===== src/rtl/alu_pipe_if.sv =====
// Request/response bundle for alu_pipe.
// slave  : the ALU pipeline side (accepts requests, produces responses).
// master : the issuing/consuming side.
interface alu_pipe_if #(
    parameter int XLEN               = 64,
    parameter int ROB_INDEX_WIDTH    = 6,
    parameter int PHY_REG_ADDR_WIDTH = 6,
    parameter int VIRTUAL_ADDR_LEN   = 39,
    parameter int RESP_DEPTH         = 2
);
    localparam int CNT_W = $clog2(RESP_DEPTH + 1);

    // Pipeline control
    logic                          flush_i;

    // Request channel
    logic                          req_valid_i;
    logic                          req_ready_o;
    logic [XLEN-1:0]               opr1_i;
    logic [XLEN-1:0]               opr2_i;
    logic                          half_i;
    logic [2:0]                    func_i;
    logic                          modifier_i;
    logic [XLEN-1:0]               cmp_a_i;
    logic [XLEN-1:0]               cmp_b_i;
    logic [2:0]                    cmp_func_i;
    logic                          is_jump_i;
    logic                          is_branch_i;
    logic [VIRTUAL_ADDR_LEN-1:0]   pc_i;
    logic [VIRTUAL_ADDR_LEN-1:0]   next_pc_i;
    logic [ROB_INDEX_WIDTH-1:0]    rob_index_i;
    logic [PHY_REG_ADDR_WIDTH-1:0] prd_addr_i;

    // Response channel
    logic                          resp_valid_o;
    logic                          resp_ready_i;
    logic [XLEN-1:0]               alu_result_o;
    logic                          cmp_result_o;
    logic                          is_jump_o;
    logic                          is_branch_o;
    logic [VIRTUAL_ADDR_LEN-1:0]   pc_o;
    logic [VIRTUAL_ADDR_LEN-1:0]   next_pc_o;
    logic [ROB_INDEX_WIDTH-1:0]    rob_index_o;
    logic [PHY_REG_ADDR_WIDTH-1:0] prd_addr_o;
    logic [CNT_W-1:0]              resp_count_o;

    modport slave (
        input  flush_i,
        input  req_valid_i, opr1_i, opr2_i, half_i, func_i, modifier_i,
        input  cmp_a_i, cmp_b_i, cmp_func_i, is_jump_i, is_branch_i,
        input  pc_i, next_pc_i, rob_index_i, prd_addr_i,
        output req_ready_o,
        input  resp_ready_i,
        output resp_valid_o, alu_result_o, cmp_result_o, is_jump_o, is_branch_o,
        output pc_o, next_pc_o, rob_index_o, prd_addr_o, resp_count_o
    );

    modport master (
        output flush_i,
        output req_valid_i, opr1_i, opr2_i, half_i, func_i, modifier_i,
        output cmp_a_i, cmp_b_i, cmp_func_i, is_jump_i, is_branch_i,
        output pc_i, next_pc_i, rob_index_i, prd_addr_i,
        input  req_ready_o,
        output resp_ready_i,
        input  resp_valid_o, alu_result_o, cmp_result_o, is_jump_o, is_branch_o,
        input  pc_o, next_pc_o, rob_index_o, prd_addr_o, resp_count_o
    );
endinterface


===== src/rtl/alu_pipe.sv =====
// Single-cycle integer ALU + branch comparator feeding a small circular
// response FIFO. A request is computed combinationally and written into the
// FIFO at the accepting edge; the FIFO head drives the response outputs.
// req_ready_o depends only on flush_i and the registered occupancy, so the
// consumer's resp_ready_i never reaches it combinationally.
module alu_pipe #(
    parameter int XLEN               = 64,
    parameter int ROB_INDEX_WIDTH    = 6,
    parameter int PHY_REG_ADDR_WIDTH = 6,
    parameter int VIRTUAL_ADDR_LEN   = 39,
    parameter int RESP_DEPTH         = 2
) (
    input  logic      clk,
    input  logic      rst,
    alu_pipe_if.slave bus
);
    localparam int SHAMT_W = $clog2(XLEN);
    localparam int PTR_W   = $clog2(RESP_DEPTH);
    localparam int CNT_W   = $clog2(RESP_DEPTH + 1);
    localparam logic [CNT_W-1:0] FULL_COUNT = CNT_W'(RESP_DEPTH);

    typedef enum logic [2:0] {
        FN_ADD  = 3'd0,
        FN_SLL  = 3'd1,
        FN_SLT  = 3'd2,
        FN_SLTU = 3'd3,
        FN_XOR  = 3'd4,
        FN_SRL  = 3'd5,
        FN_OR   = 3'd6,
        FN_AND  = 3'd7
    } alu_func_e;

    typedef struct packed {
        logic [XLEN-1:0]               alu_result;
        logic                          cmp_result;
        logic                          is_jump;
        logic                          is_branch;
        logic [VIRTUAL_ADDR_LEN-1:0]   pc;
        logic [VIRTUAL_ADDR_LEN-1:0]   next_pc;
        logic [ROB_INDEX_WIDTH-1:0]    rob_index;
        logic [PHY_REG_ADDR_WIDTH-1:0] prd_addr;
    } resp_entry_t;

    // Reject unsupported configurations at elaboration time.
    if (!(XLEN == 32 || XLEN == 64)) begin : g_bad_xlen
        $error("alu_pipe: XLEN must be 32 or 64");
    end
    if (RESP_DEPTH < 2 || (RESP_DEPTH & (RESP_DEPTH - 1)) != 0) begin : g_bad_depth
        $error("alu_pipe: RESP_DEPTH must be a power of two and at least 2");
    end

    // ------------------------------------------------------------------
    // ALU
    // ------------------------------------------------------------------
    logic [SHAMT_W-1:0] w_shamt;
    logic [4:0]         w_shamt_word;
    logic               w_lt_signed;
    logic               w_lt_unsigned;
    logic               w_word_op;
    logic [31:0]        w_word_result;
    logic [63:0]        w_word_sext;
    logic [XLEN-1:0]    w_full_result;
    logic [XLEN-1:0]    w_alu_result;

    // Compute the full-width result and the 32-bit W-form result, then pick.
    // NOTE: every signal written here gets a default first, so no path leaves
    // it unassigned and no latch is inferred.
    always_comb begin
        w_shamt       = bus.opr2_i[SHAMT_W-1:0];
        w_shamt_word  = bus.opr2_i[4:0];
        w_lt_signed   = $signed(bus.opr1_i) < $signed(bus.opr2_i);
        w_lt_unsigned = bus.opr1_i < bus.opr2_i;
        w_word_result = '0;
        w_full_result = '0;
        w_word_op     = 1'b0;

        case (alu_func_e'(bus.func_i))
            FN_ADD: begin
                w_word_op = 1'b1;
                if (bus.modifier_i) begin
                    w_word_result = bus.opr1_i[31:0] - bus.opr2_i[31:0];
                    w_full_result = bus.opr1_i - bus.opr2_i;
                end else begin
                    w_word_result = bus.opr1_i[31:0] + bus.opr2_i[31:0];
                    w_full_result = bus.opr1_i + bus.opr2_i;
                end
            end
            FN_SLL: begin
                w_word_op     = 1'b1;
                w_word_result = bus.opr1_i[31:0] << w_shamt_word;
                w_full_result = bus.opr1_i << w_shamt;
            end
            FN_SLT:  w_full_result = XLEN'(w_lt_signed);
            FN_SLTU: w_full_result = XLEN'(w_lt_unsigned);
            FN_XOR:  w_full_result = bus.opr1_i ^ bus.opr2_i;
            FN_SRL: begin
                w_word_op = 1'b1;
                // NOTE: the arithmetic and logical shifts sit in separate
                // branches; inside one ?: the unsigned arm would make the
                // whole expression unsigned and turn >>> into a logical shift.
                if (bus.modifier_i) begin
                    w_word_result = $signed(bus.opr1_i[31:0]) >>> w_shamt_word;
                    w_full_result = $signed(bus.opr1_i) >>> w_shamt;
                end else begin
                    w_word_result = bus.opr1_i[31:0] >> w_shamt_word;
                    w_full_result = bus.opr1_i >> w_shamt;
                end
            end
            FN_OR:   w_full_result = bus.opr1_i | bus.opr2_i;
            FN_AND: begin
                if (bus.modifier_i) begin
                    w_full_result = (~bus.opr1_i) & bus.opr2_i;
                end else begin
                    w_full_result = bus.opr1_i & bus.opr2_i;
                end
            end
            default: w_full_result = '0;
        endcase

        // W-form only exists on a 64-bit datapath, and only for add/sub/shifts.
        w_word_sext  = {{32{w_word_result[31]}}, w_word_result};
        w_alu_result = w_full_result;
        if ((XLEN == 64) && bus.half_i && w_word_op) begin
            w_alu_result = w_word_sext[XLEN-1:0];
        end
    end

    // ------------------------------------------------------------------
    // Branch comparator
    // ------------------------------------------------------------------
    logic w_cmp_eq;
    logic w_cmp_lt;
    logic w_cmp_result;

    // bit2: less-than vs equal, bit1: unsigned, bit0: invert.
    always_comb begin
        w_cmp_eq = (bus.cmp_a_i == bus.cmp_b_i);
        if (bus.cmp_func_i[1]) begin
            w_cmp_lt = bus.cmp_a_i < bus.cmp_b_i;
        end else begin
            w_cmp_lt = $signed(bus.cmp_a_i) < $signed(bus.cmp_b_i);
        end
        w_cmp_result = (bus.cmp_func_i[2] ? w_cmp_lt : w_cmp_eq) ^ bus.cmp_func_i[0];
    end

    // ------------------------------------------------------------------
    // Response FIFO
    // ------------------------------------------------------------------
    resp_entry_t      r_mem [RESP_DEPTH];
    logic [PTR_W-1:0] r_wr_ptr;
    logic [PTR_W-1:0] r_rd_ptr;
    logic [CNT_W-1:0] r_count;

    logic [PTR_W-1:0] w_wr_ptr_next;
    logic [PTR_W-1:0] w_rd_ptr_next;
    logic [CNT_W-1:0] w_count_next;
    logic             w_push;
    logic             w_pop;
    resp_entry_t      w_entry;
    resp_entry_t      w_head;

    assign bus.req_ready_o = !bus.flush_i && (r_count < FULL_COUNT);
    assign w_push          = bus.req_valid_i && bus.req_ready_o;
    assign w_pop           = bus.resp_valid_o && bus.resp_ready_i && !bus.flush_i;

    assign w_entry.alu_result = w_alu_result;
    assign w_entry.cmp_result = w_cmp_result;
    assign w_entry.is_jump    = bus.is_jump_i;
    assign w_entry.is_branch  = bus.is_branch_i;
    assign w_entry.pc         = bus.pc_i;
    assign w_entry.next_pc    = bus.next_pc_i;
    assign w_entry.rob_index  = bus.rob_index_i;
    assign w_entry.prd_addr   = bus.prd_addr_i;

    // Next pointers/occupancy; flush wins over any push or pop this cycle.
    always_comb begin
        w_wr_ptr_next = r_wr_ptr;
        w_rd_ptr_next = r_rd_ptr;
        w_count_next  = r_count;
        if (bus.flush_i) begin
            w_wr_ptr_next = '0;
            w_rd_ptr_next = '0;
            w_count_next  = '0;
        end else begin
            if (w_push) begin
                w_wr_ptr_next = r_wr_ptr + PTR_W'(1);
            end
            if (w_pop) begin
                w_rd_ptr_next = r_rd_ptr + PTR_W'(1);
            end
            if (w_push && !w_pop) begin
                w_count_next = r_count + CNT_W'(1);
            end else if (!w_push && w_pop) begin
                w_count_next = r_count - CNT_W'(1);
            end
        end
    end

    // Pointer and occupancy registers with asynchronous reset.
    // NOTE: state registers use non-blocking assignments so every flop
    // samples pre-edge values regardless of process evaluation order.
    always_ff @(posedge clk or posedge rst) begin
        if (rst) begin
            r_wr_ptr <= '0;
            r_rd_ptr <= '0;
            r_count  <= '0;
        end else begin
            r_wr_ptr <= w_wr_ptr_next;
            r_rd_ptr <= w_rd_ptr_next;
            r_count  <= w_count_next;
        end
    end

    // Entry storage: written on accept, read at the head pointer.
    // NOTE: the storage array has no reset; an entry is only ever observed
    // after a push has written it, because occupancy gates resp_valid_o.
    always_ff @(posedge clk) begin
        if (w_push) begin
            r_mem[r_wr_ptr] <= w_entry;
        end
    end

    assign w_head = r_mem[r_rd_ptr];

    assign bus.resp_valid_o = (r_count != '0);
    assign bus.resp_count_o = r_count;
    assign bus.alu_result_o = w_head.alu_result;
    assign bus.cmp_result_o = w_head.cmp_result;
    assign bus.is_jump_o    = w_head.is_jump;
    assign bus.is_branch_o  = w_head.is_branch;
    assign bus.pc_o         = w_head.pc;
    assign bus.next_pc_o    = w_head.next_pc;
    assign bus.rob_index_o  = w_head.rob_index;
    assign bus.prd_addr_o   = w_head.prd_addr;
endmodule


===== src/flat_wrapper.sv =====
// flat-port wrapper written by rule: the top's interface ports become plain ports
module alu_pipe_flat 
#(
    parameter int XLEN               = 64,
    parameter int ROB_INDEX_WIDTH    = 6,
    parameter int PHY_REG_ADDR_WIDTH = 6,
    parameter int VIRTUAL_ADDR_LEN   = 39,
    parameter int RESP_DEPTH         = 2
)
  (clk, rst, bus_flush_i, bus_req_valid_i, bus_opr1_i, bus_opr2_i, bus_half_i, bus_func_i, bus_modifier_i, bus_cmp_a_i, bus_cmp_b_i, bus_cmp_func_i, bus_is_jump_i, bus_is_branch_i, bus_pc_i, bus_next_pc_i, bus_rob_index_i, bus_prd_addr_i, bus_req_ready_o, bus_resp_ready_i, bus_resp_valid_o, bus_alu_result_o, bus_cmp_result_o, bus_is_jump_o, bus_is_branch_o, bus_pc_o, bus_next_pc_o, bus_rob_index_o, bus_prd_addr_o, bus_resp_count_o);
  alu_pipe_if #(.XLEN(XLEN), .ROB_INDEX_WIDTH(ROB_INDEX_WIDTH), .PHY_REG_ADDR_WIDTH(PHY_REG_ADDR_WIDTH), .VIRTUAL_ADDR_LEN(VIRTUAL_ADDR_LEN), .RESP_DEPTH(RESP_DEPTH)) bus_i ();
  input  logic clk;
  input  logic rst;
  input wire logic [$bits(bus_i.flush_i)-1:0] bus_flush_i;
  input wire logic [$bits(bus_i.req_valid_i)-1:0] bus_req_valid_i;
  input wire logic [$bits(bus_i.opr1_i)-1:0] bus_opr1_i;
  input wire logic [$bits(bus_i.opr2_i)-1:0] bus_opr2_i;
  input wire logic [$bits(bus_i.half_i)-1:0] bus_half_i;
  input wire logic [$bits(bus_i.func_i)-1:0] bus_func_i;
  input wire logic [$bits(bus_i.modifier_i)-1:0] bus_modifier_i;
  input wire logic [$bits(bus_i.cmp_a_i)-1:0] bus_cmp_a_i;
  input wire logic [$bits(bus_i.cmp_b_i)-1:0] bus_cmp_b_i;
  input wire logic [$bits(bus_i.cmp_func_i)-1:0] bus_cmp_func_i;
  input wire logic [$bits(bus_i.is_jump_i)-1:0] bus_is_jump_i;
  input wire logic [$bits(bus_i.is_branch_i)-1:0] bus_is_branch_i;
  input wire logic [$bits(bus_i.pc_i)-1:0] bus_pc_i;
  input wire logic [$bits(bus_i.next_pc_i)-1:0] bus_next_pc_i;
  input wire logic [$bits(bus_i.rob_index_i)-1:0] bus_rob_index_i;
  input wire logic [$bits(bus_i.prd_addr_i)-1:0] bus_prd_addr_i;
  output wire logic [$bits(bus_i.req_ready_o)-1:0] bus_req_ready_o;
  input wire logic [$bits(bus_i.resp_ready_i)-1:0] bus_resp_ready_i;
  output wire logic [$bits(bus_i.resp_valid_o)-1:0] bus_resp_valid_o;
  output wire logic [$bits(bus_i.alu_result_o)-1:0] bus_alu_result_o;
  output wire logic [$bits(bus_i.cmp_result_o)-1:0] bus_cmp_result_o;
  output wire logic [$bits(bus_i.is_jump_o)-1:0] bus_is_jump_o;
  output wire logic [$bits(bus_i.is_branch_o)-1:0] bus_is_branch_o;
  output wire logic [$bits(bus_i.pc_o)-1:0] bus_pc_o;
  output wire logic [$bits(bus_i.next_pc_o)-1:0] bus_next_pc_o;
  output wire logic [$bits(bus_i.rob_index_o)-1:0] bus_rob_index_o;
  output wire logic [$bits(bus_i.prd_addr_o)-1:0] bus_prd_addr_o;
  output wire logic [$bits(bus_i.resp_count_o)-1:0] bus_resp_count_o;
  assign bus_i.flush_i = bus_flush_i;
  assign bus_i.req_valid_i = bus_req_valid_i;
  assign bus_i.opr1_i = bus_opr1_i;
  assign bus_i.opr2_i = bus_opr2_i;
  assign bus_i.half_i = bus_half_i;
  assign bus_i.func_i = bus_func_i;
  assign bus_i.modifier_i = bus_modifier_i;
  assign bus_i.cmp_a_i = bus_cmp_a_i;
  assign bus_i.cmp_b_i = bus_cmp_b_i;
  assign bus_i.cmp_func_i = bus_cmp_func_i;
  assign bus_i.is_jump_i = bus_is_jump_i;
  assign bus_i.is_branch_i = bus_is_branch_i;
  assign bus_i.pc_i = bus_pc_i;
  assign bus_i.next_pc_i = bus_next_pc_i;
  assign bus_i.rob_index_i = bus_rob_index_i;
  assign bus_i.prd_addr_i = bus_prd_addr_i;
  assign bus_req_ready_o = bus_i.req_ready_o;
  assign bus_i.resp_ready_i = bus_resp_ready_i;
  assign bus_resp_valid_o = bus_i.resp_valid_o;
  assign bus_alu_result_o = bus_i.alu_result_o;
  assign bus_cmp_result_o = bus_i.cmp_result_o;
  assign bus_is_jump_o = bus_i.is_jump_o;
  assign bus_is_branch_o = bus_i.is_branch_o;
  assign bus_pc_o = bus_i.pc_o;
  assign bus_next_pc_o = bus_i.next_pc_o;
  assign bus_rob_index_o = bus_i.rob_index_o;
  assign bus_prd_addr_o = bus_i.prd_addr_o;
  assign bus_resp_count_o = bus_i.resp_count_o;
  alu_pipe #(.XLEN(XLEN), .ROB_INDEX_WIDTH(ROB_INDEX_WIDTH), .PHY_REG_ADDR_WIDTH(PHY_REG_ADDR_WIDTH), .VIRTUAL_ADDR_LEN(VIRTUAL_ADDR_LEN), .RESP_DEPTH(RESP_DEPTH)) u_core (.clk(clk), .rst(rst), .bus(bus_i));
endmodule

===== config.mk =====
export PLATFORM = sky130hd
export DESIGN_NAME = alu_pipe_flat
export DESIGN_NICKNAME = d
export VERILOG_FILES = /design/src/rtl/alu_pipe_if.sv /design/src/rtl/alu_pipe.sv /design/src/flat_wrapper.sv
export SDC_FILE = /design/constraint.sdc
export NUM_CORES = 2
export LEC_CHECK = 0
export CORE_ASPECT_RATIO = 1.2
export CORE_MARGIN = 2
export CORE_UTILIZATION = 30
export DETAILED_ROUTE_END_ITERATION = 7
export GPL_ROUTABILITY_DRIVEN = 1
export GPL_TIMING_DRIVEN = 0
export HOLD_SLACK_MARGIN = 0.15
export SLEW_MARGIN = 25
export SYNTH_ARGS = -nofsm -noshare
export SYNTH_HDL_FRONTEND = slang
export SYNTH_SLANG_ARGS = --single-unit

===== constraint.sdc =====
create_clock -name clk -period 8.1 [get_ports clk]
set_clock_uncertainty 0.15 [all_clocks]
set_input_delay 1.62 -clock clk [delete_from_list [all_inputs] [get_ports clk]]
set_output_delay 1.62 -clock clk [all_outputs]
set_load 0.03 [all_outputs]

### Word-level counts from Yosys, hierarchy flattened

Memories as Yosys holds them, arrays and structs flattened.
Cells that the tools add are included.

| storage, ports and cells | value |
|---|---|
| flip-flop bits (word level) | 4 |
| memory bits (writable) | 314 |
| input bits | 361 |
| output and inout bits | 161 |
| word-level logic and storage cells | 73 |
| memories | 1 |

Memory list:

| memory | depth | bits a word | rd ports | clocked after memory_dff | wr ports | line | text |
|---|---|---|---|---|---|---|---|
| u_core.r_mem | 2 | 157 | 1 | 0 | 1 | alu_pipe.sv:149 | `resp_entry_t r_mem [RESP_DEPTH];` |

| cells by class | value |
|---|---|
| $add $sub $neg | 8 |
| magnitude comparators | 5 |
| eq/ne operators | 8 |
| shifts and indexed selects | 6 |
| mux-type cells | 20 |
| bitwise gates (word level) | 6 |
| reduce and logical (&&, ||, !) cells | 16 |

Operators with widths:

| operator | count |
|---|---|
| $pmux W64 S8 | 1 |
| $lt A64 B64 Y1 | 4 |
| $mux W64 | 4 |
| $and A64 B64 Y64 | 2 |
| $pmux W32 S3 | 1 |
| $add A64 B64 Y64 | 1 |
| $eq A64 B64 Y1 | 1 |
| $mux W32 | 2 |
| $not A64 Y64 | 1 |
| $or A64 B64 Y64 | 1 |
| $shl A64 B6 Y64 | 1 |
| $shr A64 B6 Y64 | 1 |
| $sshr A64 B6 Y64 | 1 |
| $sub A64 B64 Y64 | 1 |
| $xor A64 B64 Y64 | 1 |
| $add A32 B32 Y32 | 1 |
| $shl A32 B5 Y32 | 1 |
| $shr A32 B5 Y32 | 1 |
| $sshr A32 B5 Y32 | 1 |
| $sub A32 B32 Y32 | 1 |
| $eq A3 B3 Y1 const B | 4 |
| $mux W1 | 9 |
| $logic_and A1 B1 Y1 | 7 |
| $eq A3 B2 Y1 const B | 2 |
| 12 further kinds | 19 |

### Depth between registers and ports, before layout

| depth | value |
|---|---|
| word-level depth | 8 |
| depth in mapped cells | 25 |
| depth with buffers taken out | 22 |

### Least setup slack after synthesis

OpenSTA, ideal clock, no wires.

| path | value |
|---|---|
| kind | input to register |
| start | input port bus_flush_i |
| end | memory u_core.r_mem[0][0] in the netlist's numbering (enable) |
| library setup time | 676 ps |
| arrival | 8722 ps |
| required time | 7274 ps |
| slack | -1448 ps |
| stages | 3 |
| buffers on the path | 0 |
| path through | nor2_1 nand2_1 nor2_1 |

| between the ends | value |
|---|---|
| cells in the longest elaborated chain, start to end | 5 |

RTL lines:

| element | line | text |
|---|---|---|
| start, declared | flat_wrapper.sv:14 | `input wire logic [$bits(bus_i.flush_i)-1:0] bus_flush_i;` |
| $logic_not A1 Y1 | alu_pipe.sv:162 | `assign bus.req_ready_o = !bus.flush_i && (r_count < FULL_COUNT);` |
| $logic_and A1 B1 Y1 | alu_pipe.sv:162 |  |
| $logic_and A1 B1 Y1 | alu_pipe.sv:163 | `assign w_push = bus.req_valid_i && bus.req_ready_o;` |
| $mux W1 | alu_pipe.sv:218 | `if (w_push) begin` |
| $mux W1 (implied by the code) | alu_pipe.sv:219 | `r_mem[r_wr_ptr] <= w_entry;` |
| end, declared | alu_pipe.sv:149 |  |

No other way between the ends.

### Worst setup path after layout

| path | value |
|---|---|
| start | input port bus_opr2_i[3] |
| end | memory u_core.r_mem[0][152] in the netlist's numbering (data pin) |

| between the ends | value |
|---|---|
| cells in the longest elaborated chain, start to end | 4 |
| elaborated cells on any way between the ends | 17 |

RTL lines:

| element | line | text |
|---|---|---|
| start, declared | flat_wrapper.sv:17 | `input wire logic [$bits(bus_i.opr2_i)-1:0] bus_opr2_i;` |
| $add A64 B64 Y64 (tied with other cells) | alu_pipe.sv:85 | `w_full_result = bus.opr1_i + bus.opr2_i;` |
| $mux W64 (tied with other cells) | alu_pipe.sv:80 | `if (bus.modifier_i) begin` |
| $pmux W64 S8 / $pmux W32 S3 (equally long branches) | alu_pipe.sv:77 | `case (alu_func_e'(bus.func_i))` |
| $mux W64 * | alu_pipe.sv:123 | `if ((XLEN == 64) && bus.half_i && w_word_op) begin` |
| net u_core.w_alu_result[59] | alu_pipe.sv:63 | `logic [XLEN-1:0] w_alu_result;` |

The timed path passes the listed nets; every way through them passes the cells marked *.

==> flow_summary.json <==
{
  "seq_power_share": 0.265,
  "ys_top_cells_by_count": "nor2_1, a21oi_1, o21ai_0",
  "io_pins": 522,
  "syn_inst": 4404,
  "relSlewSlack": 0.1135,
  "max_freq_mhz": 119.9,
  "finalHoldViolCount": 0,
  "ctsRootBufferMaster": "clkbuf_16",
  "synthTopCellsByArea": "edfxtp_1, ha_1, mux4_2",
  "drive_gt1_frac": 0.1403,
  "slowest_stage": "clkdlybuf4s50_1",
  "place.gp.congestion": 1.120,
  "finalNetCount": 5680,
  "antenna_found_initial": 41,
  "seq_area_um2": 9529,
  "fin_area_um2": 47600,
  "cp_slowest_stage_delay_ps": 870,
  "hold_class": "reg -> reg",
  "synth_nets": 5055,
  "drcViolationCount": 0,
  "violations": "setup timing",
  "route.vias.total": 44376,
  "grt_pass1_vias": 41935,
  "clock-sinks": 318,
  "clock_path_buffers": 3,
  "clk_latency_ps": 580,
  "drt_wl_total_um": 304500,
  "p_clk_frac": 0.214,
  "synth_area_um2": 37300,
  "dp_hpwl_um": 248800,
  "die_h_um": 390.3,
  "setup_ws_ps": -237.4,
  "placed_area_um2": 46190,
  "firstDrtPassIters": 7,
  "placed_cells": 6639,
  "initial_core_util": 0.3025,
  "cts.clk_slew.worst_paths_ps": 60,
  "crit_fanout": 19,
  "fp.coreArea_um2": 123300,
  "grt_pass1_wl_um": 394200,
  "vdd_drop_max_v": 0.0001106,
  "synth_top_area_frac": 0.2528,
  "ys_async_sr_fraction": 0.01258,
  "syn2layout_area_growth_pct": 27.61,
  "p_leak_nw": 18.21,
  "first_iter_violations": 6140,
  "path_cells": "clkdlybuf4s50_1, clkbuf_2, buf_4, clkbuf_2, clkbuf_1, xnor2_1, ha_1, o211ai_1, a21oi_1, o22ai_1, o21ai_2, a31oi_1, o21ai_0, xnor2_1, nor2_4, o21ai_4, buf_4, buf_6, o221ai_1",
  "worst_ep_arrival_time_ps": 8420,
  "synth_top_area_cell": "edfxtp_1",
  "status": "complete, but fails checks",
  "synth_edf_count": 314,
  "synth_cell_types": 93,
  "drtAntennaViolNets": 0,
  "path_class": "in -> reg",
  "worst_setup_path_end_kind": "flip-flop",
  "drt-vias-per-instance": 6.582,
  "power.switching_mw": 3.300,
  "tritoncts": "done",
  "cp-start-kind": "input pin",
  "cp_data_required_time_ps": 8180,
  "stdcell_count": 6742,
  "slew_violations": 0,
  "worst_slew_pin_slew_ps": 1316,
  "final-setup-viol-count": 64,
  "n_fill_cell": 12553,
  "cts_hold_buf": 0,
  "grt_max_degree": 46,
  "min_period_over_period": 1.029,
  "multi_input_area_um2": 25670,
  "ys_warn_count": 0,
  "synth_top_flop_cell": "edfxtp_1",
  "syn_area_per_cell_um2": 8.470,
  "grt.overflow.total": 0,
  "grt_usage": 0.4623,
  "period_minus_slack_ps": 8337,
  "fp.dieW_um": 325.9,
  "wl_per_cell_um": 45.16,
  "cellPowerDensity_nw_per_um2": 152.3,
  "port_buffers": 520,
  "synth-seq-cells": 318,
  "cts_made_buffers": 36,
  "switching_share": 0.4550,
  "post-synth-top-count-cell": "nor2_1",
  "placementRows": 141,
  "synth_seq_area_share": 0.2555,
  "die_area_um2": 127200,
  "dp_slack_ps": -2424,
  "p_int_mw": 3.952,
  "maxCapViolations": 0,
  "htree_levels": 2,
  "combPwrFrac": 0.522,
  "tns_ps": -8777,
  "rsz0062_at_grt": "no"
}
[power by group through the flow]
stage | Clock [mW] | Sequential [mW] | Combinational (mW)
global placement | 0 | 1.97 | 3.46
detailed placement | 0 | 1.95 | 3.55
floorplan | 0 | 1.96 | 1.75
CTS | 1.59 | 1.92 | 3.57
global route | 1.65 | 1.92 | 3.81
finish | 1.55 | 1.92 | 3.78
[cells in the final DEF (no fill, tap or decap), types with 46 or more instances in the layout]
cell type and n:
clkdlybuf4s50_1 520, mux2_2 181, nor2_1 513, o21ai_0 294, mux4_2 129, a21o_1 63, ha_1 287, xnor2_1 100
mux2i_1 101, edfxtp_1 314, xor2_1 80, a31oi_1 61, o211ai_1 46, buf_2 62, clkbuf_2 88, a21oi_1 397
inv_1 274, clkbuf_1 171, nand2_1 288, nand3_1 90, nor3_1 67
[routing by layer]
metal,GRT usage,vias up,wire length (µm)
li1,-,17667,-
met1,0.5201,21880,108500
met2,0.6956,3670,129000
met3,0.1577,1143,34390
met4,0.4086,16,32470
met5,0,-,117
[final timing paths]
check / start / end / slack (ps) / cells past startpoint
worst max register to register: u_core.bus.resp_count_o[1] / u_core.r_mem[0][102] / 5350 / 8
worst min register to register: u_core.r_wr_ptr / u_core.r_wr_ptr / 450 / 2
max in group asynchronous: rst / u_core.r_rd_ptr / 6560 / 2
worst max-delay path: bus_opr2_i[3] / u_core.r_mem[0][152] / -240 / 19
min in group asynchronous: rst / u_core.r_wr_ptr / 1070 / 2
worst min-delay path: u_core.r_wr_ptr / u_core.r_wr_ptr / 450 / 2
[worst max-delay path, delay by kind of cell]
family | cells | cell delay (ps)
AO/OA/AOI/OAI | 8 | 2250
AND/OR/NAND/NOR | 1 | 120
XOR/XNOR | 2 | 430
adder cells (fa/ha/maj) | 1 | 380
buffers and inverters | 7 | 3500
[sequential cells by signal, summed over array words and instances, names as in the netlist]
signal,flops
u_core.r_rd_ptr,1
u_core.r_mem,314
u_core.bus.resp_count_o,2
u_core.r_wr_ptr,1
[stage by stage]
| step | hold WS, ps | total power, mW | utilization |
|---|---|---|---|
| after floorplan | 377.2 | 3.710 | - |
| after global placement | 399.9 | 5.430 | 0.3614 |
| after detailed placement | 446.2 | 5.507 | 0.3746 |
| after CTS | 454.1 | 7.078 | 0.3841 |
| after global routing | 492.0 | 7.375 | 0.3854 |
| final | 445.4 | 7.252 | 0.3860 |
[kinds of logic after synthesis]
family | Yosys count | share of synthesized area
mux | 412 | 0.1599
compound gates | 1375 | 0.2357
flops | 318 | 0.2555
buf+inv | 637 | 0.06611
xor+xnor | 185 | 0.04364
fa+ha+maj | 290 | 0.09787
simple gates | 1187 | 0.1413
[final cells by class]
type	instances	share of cell area
tap	1644	0.04321
antenna	44	0.002313
sequential	318	0.2002
timing repair buffer	599	0.1372
clock buffer	43	0.01948
multi-input combinational	3449	0.5392
buffer	344	0.03278
inverter	281	0.02224
clock inverter	20	0.003417
[repair_timing]
item | in CTS | in global routing
resized for setup | 38 | 14
pin swaps | 2 | 2
setup buffers | 2 | 4
endpoints found under the setup margin | 114 | 66
Note: power is estimated with default switching activity, not from simulation.
